$ cat src/rtl/regfile_wb_arbiter_if.sv
`default_nettype none
// ============================================================================
// Module   : regfile_wb_arbiter_if
// Function : Issue, writeback, long-unit and register-file bundle for the
//            register-file write-port arbiter.
// Revision : 1.0 - initial release
// ============================================================================
interface regfile_wb_arbiter_if #(
   parameter int DATA_WIDTH = 32,
   parameter int NR_REG     = 32
);
   logic                  issue_valid;
   logic [4:0]            issue_rs1;
   logic [4:0]            issue_rs2;
   logic [4:0]            issue_rd;
   logic                  issue_long;
   logic                  issue_stall;
   logic                  pipe_wen;
   logic [4:0]            pipe_rd;
   logic [DATA_WIDTH-1:0] pipe_data;
   logic                  lu_valid;
   logic [4:0]            lu_rd;
   logic [DATA_WIDTH-1:0] lu_data;
   logic                  lu_ready;
   logic                  rf_wen;
   logic [4:0]            rf_rd;
   logic [DATA_WIDTH-1:0] rf_wrdata;
   logic [NR_REG-1:0]     busy;

   modport slave (
      input  issue_valid, issue_rs1, issue_rs2, issue_rd, issue_long,
      input  pipe_wen, pipe_rd, pipe_data,
      input  lu_valid, lu_rd, lu_data,
      output issue_stall, lu_ready, rf_wen, rf_rd, rf_wrdata, busy
   );

   modport master (
      output issue_valid, issue_rs1, issue_rs2, issue_rd, issue_long,
      output pipe_wen, pipe_rd, pipe_data,
      output lu_valid, lu_rd, lu_data,
      input  issue_stall, lu_ready, rf_wen, rf_rd, rf_wrdata, busy
   );
endinterface
`default_nettype wire

$ cat src/rtl/regfile_wb_arbiter.sv
`default_nettype none
// ============================================================================
// Module   : regfile_wb_arbiter
// Function : Shares the register-file write port between pipeline writeback
//            and a buffered long-latency unit; keeps the busy scoreboard.
// Revision : 1.0 - initial release
// ============================================================================
module regfile_wb_arbiter #(
   parameter int DATA_WIDTH = 32,
   parameter int NR_REG     = 32,
   parameter int FIFO_DEPTH = 2
) (
   input wire logic            clk,
   input wire logic            rst_n,
   regfile_wb_arbiter_if.slave bus
);
   localparam int C_PTR_W = $clog2(FIFO_DEPTH);
   localparam int C_CNT_W = $clog2(FIFO_DEPTH + 1);
   localparam int C_N_SRC = 3;
   localparam logic [C_CNT_W-1:0] C_FULL = C_CNT_W'(FIFO_DEPTH);

   logic [C_CNT_W-1:0]    count_q, count_d;
   logic [C_PTR_W-1:0]    wr_ptr_q, wr_ptr_d;
   logic [C_PTR_W-1:0]    rd_ptr_q, rd_ptr_d;
   logic [4:0]            fifo_rd_q   [FIFO_DEPTH];
   logic [4:0]            fifo_rd_d   [FIFO_DEPTH];
   logic [DATA_WIDTH-1:0] fifo_data_q [FIFO_DEPTH];
   logic [DATA_WIDTH-1:0] fifo_data_d [FIFO_DEPTH];
   logic [NR_REG-1:0]     busy_q, busy_d;

   logic                  pipe_act;
   logic                  fifo_empty;
   logic                  lu_ready;
   logic                  enq;
   logic                  drain;
   logic [4:0]            head_rd;
   logic [DATA_WIDTH-1:0] head_data;
   logic                  issue_stall;
   logic                  issued;
   logic [4:0]            src [C_N_SRC];
   logic [C_N_SRC-1:0]    hz;
   logic                  rf_wen;
   logic [4:0]            rf_rd;
   logic [DATA_WIDTH-1:0] rf_wrdata;

   always_comb begin
      pipe_act   = bus.pipe_wen && (bus.pipe_rd != 5'd0);
      fifo_empty = (count_q == '0);
      // No lookahead: a full buffer refuses even when it drains this cycle.
      lu_ready   = rst_n && (count_q != C_FULL);
      enq        = bus.lu_valid && lu_ready && (bus.lu_rd != 5'd0);
      drain      = rst_n && !pipe_act && !fifo_empty;
      head_rd    = fifo_rd_q[rd_ptr_q];
      head_data  = fifo_data_q[rd_ptr_q];
   end

   always_comb begin
      rf_wen    = 1'b0;
      rf_rd     = 5'd0;
      rf_wrdata = '0;
      if (rst_n) begin
         if (pipe_act) begin
            rf_wen    = 1'b1;
            rf_rd     = bus.pipe_rd;
            rf_wrdata = bus.pipe_data;
         end else if (!fifo_empty) begin
            rf_wen    = 1'b1;
            rf_rd     = head_rd;
            rf_wrdata = head_data;
         end
      end
   end

   assign src[0] = bus.issue_rs1;
   assign src[1] = bus.issue_rs2;
   assign src[2] = bus.issue_rd;

   // A register being drained this cycle is forwarded by the register file.
   for (genvar gi = 0; gi < C_N_SRC; gi++) begin : g_hz
      assign hz[gi] = (src[gi] != 5'd0) && busy_q[src[gi]] &&
                      !(drain && (head_rd == src[gi]));
   end

   always_comb begin
      issue_stall = rst_n && bus.issue_valid && (|hz);
      issued      = bus.issue_valid && !issue_stall;
   end

   always_comb begin
      busy_d = busy_q;
      if (drain) begin
         busy_d[head_rd] = 1'b0;
      end
      if (issued && bus.issue_long && (bus.issue_rd != 5'd0)) begin
         busy_d[bus.issue_rd] = 1'b1;
      end
      busy_d[0] = 1'b0;
   end

   always_comb begin
      fifo_rd_d   = fifo_rd_q;
      fifo_data_d = fifo_data_q;
      wr_ptr_d    = wr_ptr_q;
      rd_ptr_d    = rd_ptr_q;
      count_d     = count_q;
      if (enq) begin
         fifo_rd_d[wr_ptr_q]   = bus.lu_rd;
         fifo_data_d[wr_ptr_q] = bus.lu_data;
         wr_ptr_d              = wr_ptr_q + 1'b1;
      end
      if (drain) begin
         rd_ptr_d = rd_ptr_q + 1'b1;
      end
      case ({enq, drain})
         2'b10:   count_d = count_q + 1'b1;
         2'b01:   count_d = count_q - 1'b1;
         default: count_d = count_q;
      endcase
   end

   always_ff @(posedge clk) begin
      if (!rst_n) begin
         count_q  <= '0;
         wr_ptr_q <= '0;
         rd_ptr_q <= '0;
         busy_q   <= '0;
      end else begin
         count_q  <= count_d;
         wr_ptr_q <= wr_ptr_d;
         rd_ptr_q <= rd_ptr_d;
         busy_q   <= busy_d;
      end
   end

   // Entry storage is only meaningful below count_q, so it needs no reset.
   always_ff @(posedge clk) begin
      fifo_rd_q   <= fifo_rd_d;
      fifo_data_q <= fifo_data_d;
   end

   assign bus.issue_stall = issue_stall;
   assign bus.lu_ready    = lu_ready;
   assign bus.rf_wen      = rf_wen;
   assign bus.rf_rd       = rf_rd;
   assign bus.rf_wrdata   = rf_wrdata;
   assign bus.busy        = busy_q;

endmodule
`default_nettype wire
$ cat src/flat_wrapper.sv
// flat-port wrapper written by rule: the top's interface ports become plain ports
module regfile_wb_arbiter_flat 
#(
   parameter int DATA_WIDTH = 32,
   parameter int NR_REG     = 32,
   parameter int FIFO_DEPTH = 2
)
  (clk, rst_n, bus_issue_valid, bus_issue_rs1, bus_issue_rs2, bus_issue_rd, bus_issue_long, bus_pipe_wen, bus_pipe_rd, bus_pipe_data, bus_lu_valid, bus_lu_rd, bus_lu_data, bus_issue_stall, bus_lu_ready, bus_rf_wen, bus_rf_rd, bus_rf_wrdata, bus_busy);
  regfile_wb_arbiter_if #(.DATA_WIDTH(DATA_WIDTH), .NR_REG(NR_REG)) bus_i ();
  input wire logic clk;
  input wire logic rst_n;
  input wire logic [$bits(bus_i.issue_valid)-1:0] bus_issue_valid;
  input wire logic [$bits(bus_i.issue_rs1)-1:0] bus_issue_rs1;
  input wire logic [$bits(bus_i.issue_rs2)-1:0] bus_issue_rs2;
  input wire logic [$bits(bus_i.issue_rd)-1:0] bus_issue_rd;
  input wire logic [$bits(bus_i.issue_long)-1:0] bus_issue_long;
  input wire logic [$bits(bus_i.pipe_wen)-1:0] bus_pipe_wen;
  input wire logic [$bits(bus_i.pipe_rd)-1:0] bus_pipe_rd;
  input wire logic [$bits(bus_i.pipe_data)-1:0] bus_pipe_data;
  input wire logic [$bits(bus_i.lu_valid)-1:0] bus_lu_valid;
  input wire logic [$bits(bus_i.lu_rd)-1:0] bus_lu_rd;
  input wire logic [$bits(bus_i.lu_data)-1:0] bus_lu_data;
  output wire logic [$bits(bus_i.issue_stall)-1:0] bus_issue_stall;
  output wire logic [$bits(bus_i.lu_ready)-1:0] bus_lu_ready;
  output wire logic [$bits(bus_i.rf_wen)-1:0] bus_rf_wen;
  output wire logic [$bits(bus_i.rf_rd)-1:0] bus_rf_rd;
  output wire logic [$bits(bus_i.rf_wrdata)-1:0] bus_rf_wrdata;
  output wire logic [$bits(bus_i.busy)-1:0] bus_busy;
  assign bus_i.issue_valid = bus_issue_valid;
  assign bus_i.issue_rs1 = bus_issue_rs1;
  assign bus_i.issue_rs2 = bus_issue_rs2;
  assign bus_i.issue_rd = bus_issue_rd;
  assign bus_i.issue_long = bus_issue_long;
  assign bus_i.pipe_wen = bus_pipe_wen;
  assign bus_i.pipe_rd = bus_pipe_rd;
  assign bus_i.pipe_data = bus_pipe_data;
  assign bus_i.lu_valid = bus_lu_valid;
  assign bus_i.lu_rd = bus_lu_rd;
  assign bus_i.lu_data = bus_lu_data;
  assign bus_issue_stall = bus_i.issue_stall;
  assign bus_lu_ready = bus_i.lu_ready;
  assign bus_rf_wen = bus_i.rf_wen;
  assign bus_rf_rd = bus_i.rf_rd;
  assign bus_rf_wrdata = bus_i.rf_wrdata;
  assign bus_busy = bus_i.busy;
  regfile_wb_arbiter #(.DATA_WIDTH(DATA_WIDTH), .NR_REG(NR_REG), .FIFO_DEPTH(FIFO_DEPTH)) u_core (.clk(clk), .rst_n(rst_n), .bus(bus_i));
endmodule
$ cat config.mk
export PLATFORM = sky130hd
export DESIGN_NAME = regfile_wb_arbiter_flat
export DESIGN_NICKNAME = d
export VERILOG_FILES = /design/src/rtl/regfile_wb_arbiter_if.sv /design/src/rtl/regfile_wb_arbiter.sv /design/src/flat_wrapper.sv
export SDC_FILE = /design/constraint.sdc
export NUM_CORES = 1
export LEC_CHECK = 0
export ABC_AREA = 1
export CAP_MARGIN = 20
export CORE_MARGIN = 2
export CORE_UTILIZATION = 37
export CTS_CLUSTER_SIZE = 20
export DETAILED_ROUTE_END_ITERATION = 12
export PLACE_DENSITY = 0.65
export SLEW_MARGIN = 20
export SYNTH_ARGS = -nofsm -noshare
export SYNTH_HDL_FRONTEND = slang
export SYNTH_SLANG_ARGS = --single-unit
$ cat constraint.sdc
create_clock -name clk -period 3.9 [get_ports clk]
set_clock_uncertainty 0.05 [all_clocks]
set_input_delay 0.78 -clock clk [delete_from_list [all_inputs] [get_ports clk]]
set_output_delay 0.78 -clock clk [all_outputs]
set_load 0.01 [all_outputs]
======== After elaboration in Yosys (flattened, before gate mapping) ========
Index checks and enable logic that the tools add are counted.
word-level totals
  input port bits ......................... 95
  word-level logic and storage cells ...... 104
  flip-flop bits (word level) ............. 110
  memories ................................ 0
  memory bits (writable) .................. 0
  bits in read-only memories .............. 0
  output and inout port bits .............. 72
  latch bits .............................. 0
operators by class
  add/subtract/negate cells ............... 4
  reduce and logical (&&, ||, !) cells .... 37
  shift operators ......................... 0
  muxes and demuxes ....................... 34
  equal/unequal tests ..................... 6
  bitwise operators ....................... 5
  divide/modulo/power cells ............... 0
  magnitude comparators ................... 9
  multiply operators ...................... 0
operators by type and width
  operator                                                                             count
  32-bit two-way mux                                                                   9
  64-bit bitwise mux                                                                   1
  5-bit two-way mux                                                                    7
  32-bit AND                                                                           1
  32-bit demux with 1-bit select                                                       1
  32-bit inverter                                                                      1
  32-bit bitwise OR                                                                    1
  5-bit nonzero test                                                                   5
  5-bit by 6-bit less-than comparator with 1-bit output, second input constant         4
  1-bit logical AND                                                                    23
  1-bit binary-select mux with 5-bit select                                            3
  5-bit == test                                                                        3
  10-bit bitwise mux                                                                   1
  1-bit demux with 5-bit select                                                        2
  5-bit by 1-bit greater-or-equal comparator with 1-bit output, second input constant  2
  1-bit two-way mux                                                                    8
  1-bit logical NOT                                                                    6
  5-bit demux with 1-bit select                                                        1
  2-bit greater-or-equal comparator, second input constant                             2
  1-bit inverter with 2-bit output                                                     2
  2-bit one-hot mux with 2 select lines                                                1
  3-bit OR reduction                                                                   1
  1-bit adder, second input constant                                                   2
  2-bit by 1-bit adder with 2-bit output, second input constant                        1
  7 further kinds                                                                      7

======== Logic depth before layout (Yosys ltp) ========
  depth in word-level cells ............... 15
  gate-level depth with buffers ........... 18
  mapped depth without buffers ............ 16

======== Least setup slack after synthesis ========
No wires, ideal clock.
  path kind ............................... input port to flip-flop
  from .................................... input port rst_n
  to ...................................... register u_core.fifo_data_q[0] in the netlist's numbering (enable)
  data required time ...................... 3,417 ps
  arrival ................................. 3,077 ps
  path buffers ............................ 0
  path slack .............................. 341 ps
  setup time .............................. 433 ps
  stages on the path ...................... 6
  cell sequence ........................... clkinv_1 > a21oi_1 > nand2_1 > nor2_1 > inv_1 > nor2_1
on the way
  longest elaborated chain between the ends .. 3
RTL lines
  item                             RTL line                   source
  start: declaration               flat_wrapper.sv:11         input wire logic rst_n;
  1-bit logical AND                regfile_wb_arbiter.sv:50   lu_ready = rst_n && (count_q != C_FULL);
  via bus_lu_ready                 flat_wrapper.sv:24         output wire logic [$bits(bus_i.lu_ready)-1:0] bus_lu_ready;
  1-bit logical AND (2 in series)  regfile_wb_arbiter.sv:51   enq = bus.lu_valid && lu_ready && (bus.lu_rd != 5'd0);
  end signal: assignment           regfile_wb_arbiter.sv:138  fifo_data_q <= fifo_data_d;
  end: declaration                 regfile_wb_arbiter.sv:27   logic [DATA_WIDTH-1:0] fifo_data_q [FIFO_DEPTH];
The timed path passes the listed nets, and every way through them passes these cells.
A chain may end at the register's enable or synchronous reset.

======== Final worst setup path ========
  from .................................... input port bus_pipe_rd[1]
  to ...................................... output port bus_issue_stall
on the way
  longest elaborated chain between the ends .. 10
  elaborated cells on any way between the ends .. 16
  classes of those cells .................. reduce/logical: 16
RTL lines
  item                                 RTL line                  source
  start: declaration                   flat_wrapper.sv:18        input wire logic [$bits(bus_i.pipe_rd)-1:0] bus_pipe_rd;
  5-bit nonzero test (*)               regfile_wb_arbiter.sv:47  pipe_act = bus.pipe_wen && (bus.pipe_rd != 5'd0);
  1-bit logical AND (*)                regfile_wb_arbiter.sv:47
  1-bit logical NOT (*)                regfile_wb_arbiter.sv:52  drain = rst_n && !pipe_act && !fifo_empty;
  1-bit logical AND (*) (2 in series)  regfile_wb_arbiter.sv:52
  via u_core.drain                     regfile_wb_arbiter.sv:35  logic drain;
  1-bit logical AND                    regfile_wb_arbiter.sv:81  !(drain && (head_rd == src[gi]));
  1-bit logical NOT                    regfile_wb_arbiter.sv:81
  1-bit logical AND                    regfile_wb_arbiter.sv:80  assign hz[gi] = (src[gi] != 5'd0) && busy_q[src[gi]] &&
  3-bit OR reduction (*)               regfile_wb_arbiter.sv:85  issue_stall = rst_n && bus.issue_valid && (|hz);
  1-bit logical AND (*)                regfile_wb_arbiter.sv:85
  end: declaration                     flat_wrapper.sv:23        output wire logic [$bits(bus_i.issue_stall)-1:0] bus_issue_stall;
Mark *: on every way through the listed nets, which the timed path passes. The rest lies on a longest branch.

==> results_dict.tcl <==
set metrics [dict create \
    numCtsBuffers 9 \
    synth_cell_types 41 \
    layout-drive-gt1-share 0.0900 \
    drt_pass1_iterations 7 \
    critPathKind "input port to output port" \
    final_core_util 0.521 \
    place_area_sq_um 8210 \
    cellLeakagePower_nw 3.22 \
    grt_pass1_wl_um 32400 \
    netSwitchingPower_mw 0.778 \
    worstSkewPairLatency_ps 350 \
    status "completed" \
    setup_violations 0 \
    fin_nets 1058 \
    worst_slew_pin_slew_ps 553 \
    die_area_sq_um 17600 \
    synth.area.top_cells "edfxtp_1 36%, dfxtp_1 11%, nand2_1 11%" \
    io_pins 167 \
    yosys.area_share.simple 0.308 \
    crit_chain "clkdlybuf4s50_1 > nor2_2 > nand3_1 > nand2_1 > nand2_1 > nor2_2 > buf_4 > nand3_1 > nand3_1 > nand3_2 > nand2_4 > inv_1 > clkdlybuf4s50_1" \
    viasPerCell 5.25 \
    drt_iter0_drc 445 \
    antenna_found_initial 0 \
    netlist_area_sq_um 6140 \
    ys_seq_area_frac 0.476 \
    p_int_mw 2.03 \
    tritoncts "done" \
    vdd_drop_max_uv 199 \
    globalplace.congestion 0.971 \
    critical_path.max_stage_delay_ps 470 \
    synth-seq-cells 109 \
    synth_compound_area_frac 0.127 \
    cts.sinks 109 \
    n_antenna_cell 0 \
    grt_max_degree 41 \
    fin_setup_tns_ps 0 \
    fillCellCount 1593 \
    clock_path_buffers 2 \
    hold_class "flop to flop" \
    cp_slowest_cell "clkdlybuf4s50_1" \
    synth_fa_ha_area_frac 0.00204 \
    dp_slack_ps 65.0 \
    ff_latch_area_sq_um 2920 \
    fin_crit_ps 3760 \
    synth_top_family_by_area "simple AND/OR/NAND/NOR gates" \
    synth-edff-count 74 \
    power_mw 2.81 \
    dieWidth_um 133 \
    cts_root_buf "clkbuf_16" \
    arrival_ps 2930 \
    synth_cells 786 \
    path_common_cell "nand3_1" \
    worst_setup_path_end_kind "output port" \
    drc_errors 0 \
    synth_xor_xnor_area_share 0.00998 \
    start_kind "input port" \
    multiInputGateArea_sq_um 2780 \
    area_delta_synth_final_pct 39.1 \
    antenna_left 0 \
    p_comb_frac 0.205 \
    grt_pass1_vias 5976 \
    ys_warn_count 0 \
    cp_max_fo 8 \
    slew_headroom 0.631 \
    final_area_sq_um 8540 \
    htreeDepth 3 \
    initial_core_util 0.374 \
    netlist.area_leader.share 0.362 \
    cts_hold_buf 0 \
    max-cap-violations 0 \
    p_per_area_nw_per_um2 329 \
    clk_pin_slew_ps 70 \
    syn-num-nets 882 \
    power_frac_seq 0.458 \
    fmax_mhz 266 \
    cp.required_ps 3070 \
    gr-total-overflow 0 \
    grt_usage 0.235 \
    place_hpwl_um 15300 \
    hold_violations 0 \
    synth_area_per_cell_sq_um 7.81 \
    rsz0062_at_grt "false" \
    wirelength_um 20900 \
    layout_setup_ws_ps 144 \
    wire_per_inst_um 17.6 \
    slew_viol_final 0 \
    vias 6229 \
    rows 47 \
    p_clk_frac 0.337 \
    muxShareOfSynthArea 0.00163 \
    switching_share 0.277 \
    synthFlopType "edfxtp_1" \
    die_height_um 133 \
    yosysTopAreaCell "edfxtp_1" \
    coreArea_sq_um 16400 \
    min_period_over_period 0.963 \
    async_flop_share 0 \
    io_buffer_count 165 \
]
## state kept, by name, summed over array words and instances (netlist names)
signal / cells
u_core.wr_ptr_q: 1
u_core.bus.busy: 31
u_core.count_q: 2
u_core.fifo_data_q: 64
u_core.rd_ptr_q: 1
u_core.fifo_rd_q: 10
## cells by family after synthesis
group / count (synthesis)
buffers and inverters: 109
AND/OR/NAND/NOR: 433
flip-flops: 109
XOR/XNOR: 7
AO/OA/AOI/OAI: 125
other: 1
multiplexers: 1
adder cells (fa/ha/maj): 1
## stage by stage
| stage | std cells | hold WS [ps] |
|---|---|---|
| 5_1_grt | 1187 | 492 |
| 4_1_cts | 1186 | 462 |
| 3_5_place_dp | 1170 | 451 |
| 6_report | 1187 | 459 |
| 3_3_place_gp | 1170 | 436 |
| 2_1_floorplan | 786 | 439 |
## cell usage after synthesis, types with 9 or more instances
library cell	count
inv_1	62
buf_2	9
nor2_1	99
a32oi_1	16
nor3_1	11
edfxtp_1	74
o21ai_0	43
a21oi_1	37
clkbuf_1	25
o41ai_1	15
dfxtp_1	35
nand2_1	180
nand3_1	119
## cells in the final DEF (no fill, tap or decap), drive strengths merged, types with 15 or more instances in the layout
| master | netlist | routed |
|---|---|---|
| nand3 | 127 | 127 |
| edfxtp | 74 | 74 |
| dfxtp | 35 | 35 |
| clkdlybuf4s50 | 0 | 161 |
| a32oi | 16 | 16 |
| buf | 18 | 42 |
| inv | 64 | 67 |
| nand2 | 183 | 183 |
| nor2 | 102 | 102 |
| o21ai | 46 | 46 |
| o41ai | 15 | 15 |
| a21oi | 42 | 42 |
## metal layers
metal / wire length [um] / global-route usage / up-vias
li1: - / - / 3045
met1: 8790 / 0.308 / 2846
met2: 9620 / 0.378 / 303
met3: 1990 / 0.0613 / 35
met4: 538 / 0.0830 / 0
met5: 0 / 0 / -
## layout make-up
class,count,share of cell area
repair inverters,1,0.000879
inverters,66,0.0294
clock buffers,10,0.0268
flip-flops and latches,109,0.342
well taps,220,0.0322
repair buffers,207,0.234
clock inverters,6,0.00894
multi-input cells,568,0.325
## worst max-delay path, delay by kind of cell
kind	cells	cell delay, ps
simple gates	9	1000
buf+inv	4	1140
## power groups by stage
| stage | clock network [mW] | registers, mW | logic (mW) |
|---|---|---|---|
| 3_5_place_dp | 0 | 1.31 | 0.572 |
| 2_1_floorplan | 0 | 1.31 | 0.277 |
| 4_1_cts | 0.968 | 1.29 | 0.576 |
| 6_report | 0.946 | 1.29 | 0.577 |
| 5_1_grt | 1.00 | 1.29 | 0.629 |
| 3_3_place_gp | 0 | 1.31 | 0.575 |
## worst paths after layout
| path | slack [ps] | startpoint | to | cells after the start |
|---|---|---|---|---|
| worst max-delay path | 140 | bus_pipe_rd[1] | bus_issue_stall | 13 |
| worst min register to register | 460 | u_core.bus.busy[2]$_SDFF_PN0_ | u_core.bus.busy[2]$_SDFF_PN0_ | 2 |
| worst min-delay path | 460 | u_core.bus.busy[2]$_SDFF_PN0_ | u_core.bus.busy[2]$_SDFF_PN0_ | 2 |
| worst max register to register | 1250 | u_core.rd_ptr_q$_SDFFE_PN0P_ | u_core.bus.busy[17]$_SDFF_PN0_ | 15 |
## what timing repair did
action | in CTS | in global routing
buffers inserted | 0 | 0
resized for setup | 0 | 8
setup endpoints to repair | 0 | 3
endpoints found under the hold margin | 0 | 0
(Power assumes the default switching activity.)
